$ cat src/rtl/dtree_feature_feeder.sv
// Buffers one spike feature vector and replays it to the dtree classifier,
// one pass per tree level, until the classifier completes or MAX_PASSES runs out.
// Ports: clk, reset (sync, active-high); s_valid/s_data/s_ready upstream words;
// dt_ready/dt_valid/dt_sample to dtree; dt_out_valid from dtree;
// vec_done/vec_timeout pulses; err_spurious sticky.
// Build option: DTREE_FEEDER_DOUBLE_BUF_EN selects ping-pong buffering.
module dtree_feature_feeder #(
  parameter int FEATURES   = 3,
  parameter int IN_WIDTH   = 10,
  parameter int MAX_PASSES = 4
) (
  input  logic                clk,
  input  logic                reset,
  input  logic                s_valid,
  input  logic [IN_WIDTH-1:0] s_data,
  output logic                s_ready,
  input  logic                dt_ready,
  output logic                dt_valid,
  output logic [IN_WIDTH-1:0] dt_sample,
  input  logic                dt_out_valid,
  output logic                vec_done,
  output logic                vec_timeout,
  output logic                err_spurious
);

`ifdef DTREE_FEEDER_DOUBLE_BUF_EN
  localparam bit DB = 1'b1;
`else
  localparam bit DB = 1'b0;
`endif

  localparam int IW = (FEATURES > 1) ? $clog2(FEATURES) : 1;
  localparam int PW = $clog2(MAX_PASSES + 1);
  localparam logic [IW-1:0] LAST = IW'(FEATURES - 1);
  localparam logic [PW-1:0] MAXP = PW'(MAX_PASSES);

  typedef enum logic [1:0] {
    S_IDLE,
    S_REPLAY,
    S_GAP
  } state_t;

  state_t r_state;
  state_t w_state_nx;

  logic [IN_WIDTH-1:0] r_buf [2][FEATURES];
  logic [1:0]          r_full;
  logic                r_wsel;
  logic                r_rsel;
  logic [IW-1:0]       r_widx;
  logic [IW-1:0]       r_ridx;
  logic [IW-1:0]       w_ridx_nx;
  logic [PW-1:0]       r_pass;
  logic [PW-1:0]       w_pass_nx;
  logic [IN_WIDTH-1:0] r_dt_sample;
  logic                r_dt_valid;
  logic                r_vec_done;
  logic                r_vec_timeout;
  logic                r_err;

  logic w_load;
  logic w_load_last;
  logic w_xfer;
  logic w_act_rdy;
  logic w_pending;
  logic w_free;
  logic w_done;
  logic w_tmo;

  // In single-buffer mode both selects stay at 0, so buffer 1 is never used.
  assign s_ready     = !reset && !r_full[r_wsel];
  assign w_load      = s_valid && s_ready;
  assign w_load_last = w_load && (r_widx == LAST);
  assign w_xfer      = (r_state == S_REPLAY) && dt_ready;

  // A load completing this cycle counts, so replay starts the next cycle.
  assign w_act_rdy = r_full[r_rsel] ||
                     (w_load_last && (r_wsel == r_rsel));
  assign w_pending = DB && (r_full[~r_rsel] ||
                     (w_load_last && (r_wsel != r_rsel)));

  always_comb begin
    w_state_nx = r_state;
    w_ridx_nx  = r_ridx;
    w_pass_nx  = r_pass;
    w_free     = 1'b0;
    w_done     = 1'b0;
    w_tmo      = 1'b0;
    unique case (r_state)
      S_IDLE: begin
        if (w_act_rdy) begin
          w_state_nx = S_REPLAY;
          w_ridx_nx  = '0;
          w_pass_nx  = '0;
        end
      end
      S_REPLAY: begin
        if (dt_out_valid) begin
          w_free     = 1'b1;
          w_done     = 1'b1;
          w_ridx_nx  = '0;
          w_pass_nx  = '0;
          w_state_nx = w_pending ? S_GAP : S_IDLE;
        end else if (w_xfer) begin
          if (r_ridx == LAST) begin
            w_ridx_nx = '0;
            if ((r_pass + PW'(1)) >= MAXP) begin
              w_free     = 1'b1;
              w_tmo      = 1'b1;
              w_pass_nx  = '0;
              w_state_nx = w_pending ? S_GAP : S_IDLE;
            end else begin
              w_pass_nx  = r_pass + PW'(1);
              w_state_nx = S_GAP;
            end
          end else begin
            w_ridx_nx = r_ridx + IW'(1);
          end
        end
      end
      S_GAP: begin
        if (dt_out_valid) begin
          w_free     = 1'b1;
          w_done     = 1'b1;
          w_ridx_nx  = '0;
          w_pass_nx  = '0;
          w_state_nx = w_pending ? S_GAP : S_IDLE;
        end else begin
          w_state_nx = S_REPLAY;
        end
      end
      default: begin
        w_state_nx = S_IDLE;
      end
    endcase
  end

  always_ff @(posedge clk) begin
    if (w_load) begin
      r_buf[r_wsel][r_widx] <= s_data;
    end
  end

  always_ff @(posedge clk) begin
    if (reset) begin
      r_state       <= S_IDLE;
      r_full        <= '0;
      r_wsel        <= 1'b0;
      r_rsel        <= 1'b0;
      r_widx        <= '0;
      r_ridx        <= '0;
      r_pass        <= '0;
      r_dt_valid    <= 1'b0;
      r_dt_sample   <= '0;
      r_vec_done    <= 1'b0;
      r_vec_timeout <= 1'b0;
      r_err         <= 1'b0;
    end else begin
      r_state <= w_state_nx;
      r_ridx  <= w_ridx_nx;
      r_pass  <= w_pass_nx;
      if (w_load) begin
        r_widx <= w_load_last ? '0 : r_widx + IW'(1);
      end
      if (w_load_last && DB) begin
        r_wsel <= ~r_wsel;
      end
      if (w_free && DB) begin
        r_rsel <= ~r_rsel;
      end
      for (int b = 0; b < 2; b++) begin
        r_full[b] <= (r_full[b] | (w_load_last && (r_wsel == 1'(b))))
                   & ~(w_free && (r_rsel == 1'(b)));
      end
      // Replay never resumes in the same cycle as a free, so r_rsel is current.
      r_dt_valid <= (w_state_nx == S_REPLAY);
      if (w_state_nx == S_REPLAY) begin
        r_dt_sample <= r_buf[r_rsel][w_ridx_nx];
      end
      r_vec_done    <= w_done;
      r_vec_timeout <= w_tmo;
      if ((r_state == S_IDLE) && dt_out_valid) begin
        r_err <= 1'b1;
      end
    end
  end

  assign dt_valid     = r_dt_valid;
  assign dt_sample    = r_dt_sample;
  assign vec_done     = r_vec_done;
  assign vec_timeout  = r_vec_timeout;
  assign err_spurious = r_err;

endmodule

$ cat config.mk
export PLATFORM = sky130hd
export DESIGN_NAME = dtree_feature_feeder
export DESIGN_NICKNAME = d
export VERILOG_FILES = /design/src/rtl/dtree_feature_feeder.sv
export SDC_FILE = /design/constraint.sdc
export NUM_CORES = 1
export LEC_CHECK = 0
export CORE_MARGIN = 1.5
export CORE_UTILIZATION = 58
export DETAILED_ROUTE_END_ITERATION = 12
export PLACE_DENSITY = 0.84
export SYNTH_ARGS = -nofsm -noshare
export SYNTH_HDL_FRONTEND = slang
export SYNTH_SLANG_ARGS = --single-unit
$ cat constraint.sdc
create_clock -name clk -period 6.5 [get_ports clk]
set_input_delay 1.3 -clock clk [delete_from_list [all_inputs] [get_ports clk]]
set_output_delay 1.3 -clock clk [all_outputs]
set_load 0.03 [all_outputs]
==> Word level (Yosys, flattened, before mapping) <==
Memories as Yosys holds them, arrays and structs flattened.
Cells that the tools add are included.
{ "totals": {"regBits": 24, "mem_bits_rw": 60, "inputBits": 15, "output_inout_bits": 15, "word_cells": 83, "n_memories": 1} }
{ "mem_list": {"columns": ["memory", "depth", "word_bits", "read_ports", "rd_clocked_by_memory_dff", "wr", "line", "rtl"], "rows": [
  ["r_buf", 2, 30, 1, 0, 1, "46", "logic [IN_WIDTH-1:0] r_buf [2][FEATURES];"]
]} }
{ "classes": {"addsub": 3, "magnitude_cmp": 4, "eq_ne": 9, "mux": 34, "bitwise": 7, "n_reduce_logical": 15} }
{ "op_table": {"columns": ["op", "count"], "rows": [
  ["10-bit two-way mux", 3],
  ["30-bit two-way mux", 1],
  ["2-bit two-way mux", 11],
  ["10-bit binary-select mux with 2-bit select", 1],
  ["10-bit demux with 2-bit select", 1],
  ["3-bit two-way mux", 6],
  ["2-bit one-hot mux with 3 select lines", 2],
  ["3-bit >= comparator (second input constant)", 3],
  ["3-bit one-hot mux with 3 select lines", 1],
  ["1-bit two-way mux", 7],
  ["2-bit == test (second input constant)", 3],
  ["1-bit logical AND", 6],
  ["2-bit NOT with 3-bit output", 2],
  ["5-bit AND reduction", 1],
  ["2-bit by 1-bit adder with 2-bit output (second input constant)", 2],
  ["2-bit by 1-bit == test with 1-bit output (second input constant)", 2],
  ["2-bit != test (second input constant)", 2],
  ["2-bit OR reduction", 2],
  ["3-bit by 1-bit adder with 3-bit output (second input constant)", 1],
  ["3-bit by 1-bit less-than comparator with 1-bit output (second input constant)", 1],
  ["3-bit by 2-bit != test with 1-bit output (second input constant)", 1],
  ["3-bit != test (second input constant)", 1],
  ["1-bit NOT", 3],
  ["3-bit nonzero test", 1],
  ["7 further kinds", 8]
]} }

==> Depth between registers and ports, before layout <==
Gate-level depths: netlist of run 1.
{ "logic_depth": {"word_depth": 11, "mapped_depth": 9, "mapped_depth_nobuf": 8} }

==> Worst setup path after synthesis of run 1 <==
OpenSTA, ideal clock, no wires.
{ "synth_timing": {"kind": "input -> register", "start": "in reset", "end": "mem r_buf[0][0] (netlist name) (enable)", "t_arrival_ns": 2.867, "required_time_ns": 6.108, "slack_ns": 3.240, "stages": 4, "cell_sequence": "buf_6 -> nor2_1 -> nand2_1 -> nor3b_1"} }
{ "synth_between": {"elab_chain_len": 5} }
{ "synth_rtl": {"columns": ["item", "line", "rtl"], "rows": [
  ["start, declared", "13", "input logic reset,"],
  ["1-bit zero test", "71", "assign s_ready = !reset && !r_full[r_wsel];"],
  ["1-bit logical AND", "71", null],
  ["net s_ready", "16", "output logic s_ready,"],
  ["1-bit logical AND", "72", "assign w_load = s_valid && s_ready;"],
  ["1-bit two-way mux", "139", "if (w_load) begin"],
  ["30-bit two-way mux (not written as such)", "140", "r_buf[r_wsel][r_widx] <= s_data;"],
  ["end, declared", "46", null]
]} }
The timed path passes the listed nets, and every way through them passes these cells.

==> Worst setup path in the final report of run 1 <==
{ "layout_timing": {"start": "in reset", "end": "out s_ready"} }
{ "layout_between": {"elab_chain_len": 2} }
{ "layout_rtl": {"columns": ["item", "line"], "rows": [
  ["1-bit zero test", "71"],
  ["1-bit logical AND", "71"],
  ["end, declared", "16"]
]} }
Every way passes these cells.

==> reports/summary.md, run 1 <==
### Cells and area
• **fraction of final layout cells sized beyond drive strength 1** 20.0%
• **Storage cell area** 0.00138 mm^2
• **number of antenna repair diodes** 0
• **post-layout net count** 225
• **top library cells by usage in the layout, fill and taps aside** edfxtp_1 (30), clkdlybuf4s50_1 (29), dfxtp_1 (24)
• **total of fill cells in the finished design** 243
• **Layout Utilization** 72.4%
• **most common library cell in the layout ignoring fill and taps** edfxtp_1
• **Layout Area Growth over Synthesis** 17.1%
• **area of combinational cells with multiple inputs** 888 um^2

### Timing
• **fmax** 0.215 GHz
• **final-report setup violation count** 0
• **final cycle utilization of the critical path** 71.5%
• **max-slew violation total from the final report** 0
• **Final TNS setup** 0 ns
• **RSZ-0062 raised after global routing** no
• **final clock skew** 0.00621 ns
• **Tmin final** 4.65 ns
• **Worst Tran Pin Value** 0.977 ns
• **endpoints failing hold** 0
• **worst rel slew slack** 34.8%

### Die
• **Cell Rows** 22
• **die extent in y** 66.4 um
• **core region area** 0.00377 mm^2
• **IO Count** 30
• **initial core utilization** 61.8%
• **Die Outline Area** 0.00441 mm^2
• **overall die width** 66.4 um

### Synthesis
• **Synth Area per Inst** 13.4 um^2
• **share of async-settable or async-resettable flops after synthesis** 0%
• **distinct cell type count after synthesis** 44
• **multiplexer share of the synthesized area** 6.12%
• **flip-flop and latch count after synthesis** 54
• **simple-gate share of the synthesized area** 14.6%
• **xor and xnor fraction of the mapped netlist area** 0.376%
• **largest family of logic cells by synthesized area** simple AND/OR/NAND/NOR gates
• **Post-Synthesis Cell Area** 0.00233 mm^2
• **fraction of the yosys area taken by sequential cells** 59.3%
• **yosys warns** 0
• **Syn Inst Count** 174
• **Post-Synthesis Net Count** 195
• **EDFF count, synth** 30
• **fraction of the mapped netlist area in adder cells** 3.22%
• **synthesized-area fraction occupied by ao, oa, aoi and oai cells** 13.6%
• **Primary FF master, synth** edfxtp_1

### Power
• **Comb pwr share** 11.3%
• **VDD IR-drop max** 0.144 mV
• **internal power contribution** 0.481 mW
• **Leakage** 0.924 nW
• **sequential fraction of design power** 60.0%
• **ratio of total power to cell area** 232 mW/mm^2
• **Net Sw Frac** 24.0%
• **part of the power in the clock network** 28.8%
• **reported net switching power** 0.152 mW

### Setup path
• **largest driver fanout on the critical path** 27
• **dominant cell type by count on the critical path** clkdlybuf4s50_1
• **family with the most delay on the worst path** buffers and inverters
• **cell-by-cell listing of the critical path** clkdlybuf4s50_1 -> nor2_1 -> clkdlybuf4s50_1
• **Worst Path Class, Setup** input port to output port
• **crit path max-delay cell type** clkdlybuf4s50_1
• **critical path buffer and inverter count** 2
• **reg2reg end** dt_sample[4]
• **endpoint arrival time on the critical path** 3.35 ns
• **critical path launch point type** input port
• **type of destination of the critical path** output port
• **source of the worst register-to-register timing path** r_state[1]
• **largest incremental delay on the critical path** 0.91 ns
• **start point of the critical path** reset
• **setup slack, reg-to-reg** 3.59 ns
• **worst path required time** 5.20 ns
• **Reg2Reg Depth** 8

### Worst hold path
• **terminating pin of the worst hold path** err_spurious
• **hold path startpoint** err_spurious
• **worst min-delay path category** flip-flop to flip-flop
• **Min-Delay Path Depth** 2

### Placed design
• **Final GP Congestion** 0.790
• **Detail Placement HPWL** 3070 um
• **I/O Buffers** 29

### GRT
• **wire length of the first global-routing pass** 7120 um
• **vias in the first global route** 1,521
• **maximum number of pins on one net before global-route repair** 28
• **total grt overflow** 0
• **number of antenna violations at the first check in global routing** 0
• **total routing resource utilization after global routing** 22.2%

### Clocking
• **clock-pin slew reported for the worst setup and hold paths after clock tree synthesis** 0.09 ns
• **hold-fix buffers at CTS** 0
• **total clock buffers created by CTS** 5
• **clock latency on the worst-skew pair** 0.30 ns
• **number of gates resized after cts** 0
• **Max Buffers Root-to-Sink** 2
• **TritonCTS clock tree** built
• **sink count of the clock tree** 54
• **number of H-tree levels** 2
• **post-CTS setup buffers** 0
• **CTS Root Cell** clkbuf_8

### Routing
• **routed wire length per instance** 17.4 um
• **TritonRoute pass-1 iters** 4
• **DRT antenna net count** 0
• **DRC violation count after routing** 0
• **detail-routed via count per cell** 5.79
• **violation count after the first detailed-routing iteration** 158
• **Final Routed Wirelength** 4400 um
• **number of vias in the routed layout** 1,466

### Flow run
• **number of maximum-capacitance constraint violations** 0

### Outcome
• **run status** finished clean

## how the worst max path moves through the flow
stage,slack [ns],end,cells after the start
after floorplan,3.24,r_buf[0][0],4
after global placement,1.97,s_ready,3
after detailed placement,1.89,s_ready,3
after CTS,1.88,s_ready,3
after global routing,1.77,s_ready,3
final,1.85,s_ready,3
## worst register-to-register path: cells and delay by family, from the launching register on
family	cells	cell delay (ns)
AOI/OAI and AO/OA	3	1.40
buffers and inverters	1	0.11
and+or+nand+nor	3	0.48
adders and majority gates	1	0.24
DFF	1	0.53
## per-layer routing
layer,track usage [%],routed length [um]
met4,7.14,45
met1,28.1,1950
met3,5.62,159
met2,37.1,2240
met5,0,0
## stage by stage
stage                     std cells  hold slack [ns]  setup slack, ns  power, mW  cell area [um^2]
after floorplan                 174            0.436             3.24      0.429              2330
after global placement          245            0.442             1.97      0.454              2640
after detailed placement        245            0.470             1.89      0.458              2640
after CTS                       253            0.496             1.88      0.634              2730
after global routing            253            0.513             1.77      0.655              2730
final                           253            0.490             1.85      0.633              2730
## power by group through the flow
stage                     clock (mW)  sequential, mW  combinational, mW
after CTS                      0.183           0.379             0.0714
after detailed placement           0           0.387             0.0711
final                          0.182           0.379             0.0712
after floorplan                    0           0.396             0.0334
after global routing           0.198           0.381             0.0765
after global placement             0           0.386             0.0681
## Yosys cell counts (all sizes together), types with 2 or more instances
master | count | area [um^2]
a211oi | 2 | 20.0
a21oi | 6 | 33.8
a221oi | 10 | 150
and3b | 2 | 17.5
buf | 4 | 37.5
clkbuf | 3 | 12.5
dfxtp | 24 | 480
edfxtp | 30 | 901
ha | 6 | 75.1
inv | 4 | 15.0
mux2 | 10 | 113
mux2i | 3 | 30.0
nand2 | 7 | 26.3
nor2 | 22 | 90.1
nor2b | 5 | 31.3
nor3 | 13 | 75.1
o21ai | 3 | 18.8
or3 | 3 | 23.8
## kinds of logic (layout without fill, tap and decap cells)
family                     after synthesis  count (layout)
buffers and inverters                   11              42
adders and majority gates                6               6
muxes                                   13              13
AOI/OAI and AO/OA                       28              28
xor gates and xnor gates                 1               1
and+or+nand+nor                         61              61
DFF                                     54              54
## layout make-up
class                      instances  area share [%]
tap                               48            2.20
timing repair buffer              30            10.9
clock buffer                       6            2.66
inverter                           4           0.550
multi-input combinational        109            32.6
clock inverter                     2           0.504
sequential                        54            50.6
## flip-flops by register name (all words and copies together) (netlist names)
| register | cells |
|---|---|
| dt_sample | 10 |
| r_buf | 30 |
| r_full | 1 |
| vec_done | 1 |
| r_pass | 3 |
| dt_valid | 1 |
| r_ridx | 2 |
| err_spurious | 1 |
| vec_timeout | 1 |
| r_state | 2 |
| r_widx | 2 |
Note: power is estimated with default switching activity, not from simulation.
==> inputs of run 2 (changes only) <==
- CORE_UTILIZATION: 58 -> 54
- PLACE_DENSITY: 0.84 -> 0.79
- clock period: 6.5 -> 4.3 ns (I/O delays scaled with it)
==> run 2 against run 1 <==
  * Combinational power is 52% higher
  * Clock power grew 120%
  * Setup slack lost 0.94 ns
  * Highest routed layer unchanged
==> reports/summary.md, run 2 (same netlist as run 1, synthesis figures left out) <==
### Cells and area
• **register name with the most flops** r_buf
• **top library cells by usage in the layout, fill and taps aside** edfxtp_1 (30), clkdlybuf4s50_1 (29), dfxtp_1 (24)
• **Layout Area Growth over Synthesis** 20.2%
• **fraction of final layout cells sized beyond drive strength 1** 21.2%, +1.2 points
• **post-layout net count** 228, +1.3%
• **number of antenna repair diodes** 0, unchanged
• **number of flip-flops under the largest register name** 30, unchanged
• **Layout Utilization** 68.5%, -3.8 points
• **most common library cell in the layout ignoring fill and taps** edfxtp_1

### Setup path
• **endpoint arrival time on the critical path** 2.53 ns, -0.82 ns
• **Reg2Reg Depth** 8, unchanged
• **type of destination of the critical path** output port
• **worst path required time** 3.44 ns, -1.76 ns
• **setup slack, reg-to-reg** 1.65 ns, -1.94 ns
• **Worst Path Class, Setup** input port to output port
• **critical path launch point type** input port
• **largest driver fanout on the critical path** 14, -48%

### Outcome
• **run status** finished clean

### Timing
• **final-report setup violation count** 0, unchanged
• **RSZ-0062 raised after global routing** no
• **final clock skew** 0.00358 ns, -0.00263 ns
• **Tmin final** 3.39 ns
• **Worst Tran Pin Value** 0.751 ns, -0.226 ns
• **fmax** 0.295 GHz
• **worst rel slew slack** 49.9%, +15 points
• **max-slew violation total from the final report** 0, unchanged
• **Final TNS setup** 0 ns, unchanged
• **endpoints failing hold** 0, unchanged
• **final cycle utilization of the critical path** 78.8%

### Die
• **overall die width** 68.7 um, +3.5%
• **IO Count** 30, unchanged
• **core region area** 0.00409 mm^2, +8.4%
• **die extent in y** 68.7 um, +3.5%
• **Die Outline Area** 0.00472 mm^2, +7.1%
• **Cell Rows** 23, +4.5%
• **initial core utilization** 57.0%, -4.8 points

### GRT
• **maximum number of pins on one net before global-route repair** 18, -36%
• **total routing resource utilization after global routing** 20.1%, -2.1 points
• **wire length of the first global-routing pass** 6640 um, -6.7%
• **vias in the first global route** 1,411, -7.2%
• **number of antenna violations at the first check in global routing** 0, unchanged
• **total grt overflow** 0, unchanged

### Power
• **reported net switching power** 0.232 mW, +53%
• **Net Sw Frac** 21.5%, -2.5 points
• **Comb pwr share** 10.0%, -1.3 points
• **ratio of total power to cell area** 385 mW/mm^2, +66%
• **internal power contribution** 0.846 mW, +76%
• **part of the power in the clock network** 36.8%, +8.0 points
• **Leakage** 0.959 nW, +3.7%
• **VDD IR-drop max** 0.278 mV, +94%
• **sequential fraction of design power** 53.2%, -6.8 points

### Placed design
• **Final GP Congestion** 0.785, -0.62%
• **I/O Buffers** 29, unchanged
• **Detail Placement HPWL** 2910 um, -5.5%

### Clocking
• **TritonCTS clock tree** built
• **total clock buffers created by CTS** 5, unchanged
• **sink count of the clock tree** 54, unchanged
• **number of gates resized after cts** 0, unchanged
• **Max Buffers Root-to-Sink** 2, unchanged
• **CTS Root Cell** clkbuf_8
• **post-CTS setup buffers** 0, unchanged
• **hold-fix buffers at CTS** 0, unchanged
• **clock-pin slew reported for the worst setup and hold paths after clock tree synthesis** 0.09 ns, about the same
• **number of H-tree levels** 2, unchanged
• **clock latency on the worst-skew pair** 0.30 ns, about the same

### Routing
• **detail-routed via count per cell** 5.69, -1.8%
• **number of vias in the routed layout** 1,468, +0.14%
• **routed wire length per instance** 16.3 um, -6.2%
• **Final Routed Wirelength** 4210 um, -4.3%
• **DRC violation count after routing** 0, unchanged
• **DRT antenna net count** 0, unchanged
• **violation count after the first detailed-routing iteration** 39, -75%
• **TritonRoute pass-1 iters** 4, unchanged

### Worst hold path
• **worst min-delay path category** flip-flop to flip-flop
• **Min-Delay Path Depth** 2, unchanged

### Flow run
• **number of maximum-capacitance constraint violations** 0, unchanged

[run 2: cell types whose count changed in the layout (fill, tap and decap cells not counted), sizes merged]
cell	previous run	this run
buf	1	4
clkinv	2	1
clkbuf	6	5
bufinv	0	2
[run 2: routing by layer]
metal  global-route usage [%]  part of all wire, %  wire, um
met5                        0                    0         0
met4                     7.25                  1.3        53
met2                     35.6                   53      2240
met1                     23.1                   42      1770
met3                     5.68                  3.3       138
[run 2: final timing paths]
| kind | from | endpoint |
|---|---|---|
| hold / removal | r_pass[1] | r_pass[1] |
| setup / recovery | reset | s_ready |
| hold reg to reg | r_pass[1] | r_pass[1] |
| setup reg to reg | r_state[1] | dt_sample[9] |
[run 2: power by group through the flow]
| stage | Combinational (mW) | Clock [mW] | Sequential [mW] |
|---|---|---|---|
| finish | 0.108 | 0.397 | 0.573 |
| CTS | 0.109 | 0.401 | 0.573 |
| floorplan | 0.0505 | 0 | 0.598 |
| detailed placement | 0.108 | 0 | 0.584 |
| global placement | 0.105 | 0 | 0.584 |
| global route | 0.117 | 0.423 | 0.574 |
[run 2: worst max-delay path, cell delays in order]
cell             delay, ns
clkdlybuf4s50_1       0.67
nor2_1                0.29
clkdlybuf4s50_1       0.71
[run 2: layout make-up]
cell class	instances	area (um^2)
Multi-Input combinational cell	109	883
Sequential cell	54	1380
Clock buffer	5	68.8
Fill cell	296	1290
Timing Repair Buffer	33	320
Clock inverter	3	68.8
Inverter	4	15.0
Tap cell	50	62.6
[run 2: through the flow]
stage	hold slack (ns)	setup WS, ns	std cells	total power, mW	cell area [um^2]
detailed placement	0.458	0.797	250	0.692	2660
global placement	0.443	0.854	250	0.689	2660
global route	0.485	0.817	258	1.11	2800
finish	0.468	0.912	258	1.08	2800
CTS	0.471	0.930	258	1.08	2800
floorplan	0.436	1.48	174	0.648	2330
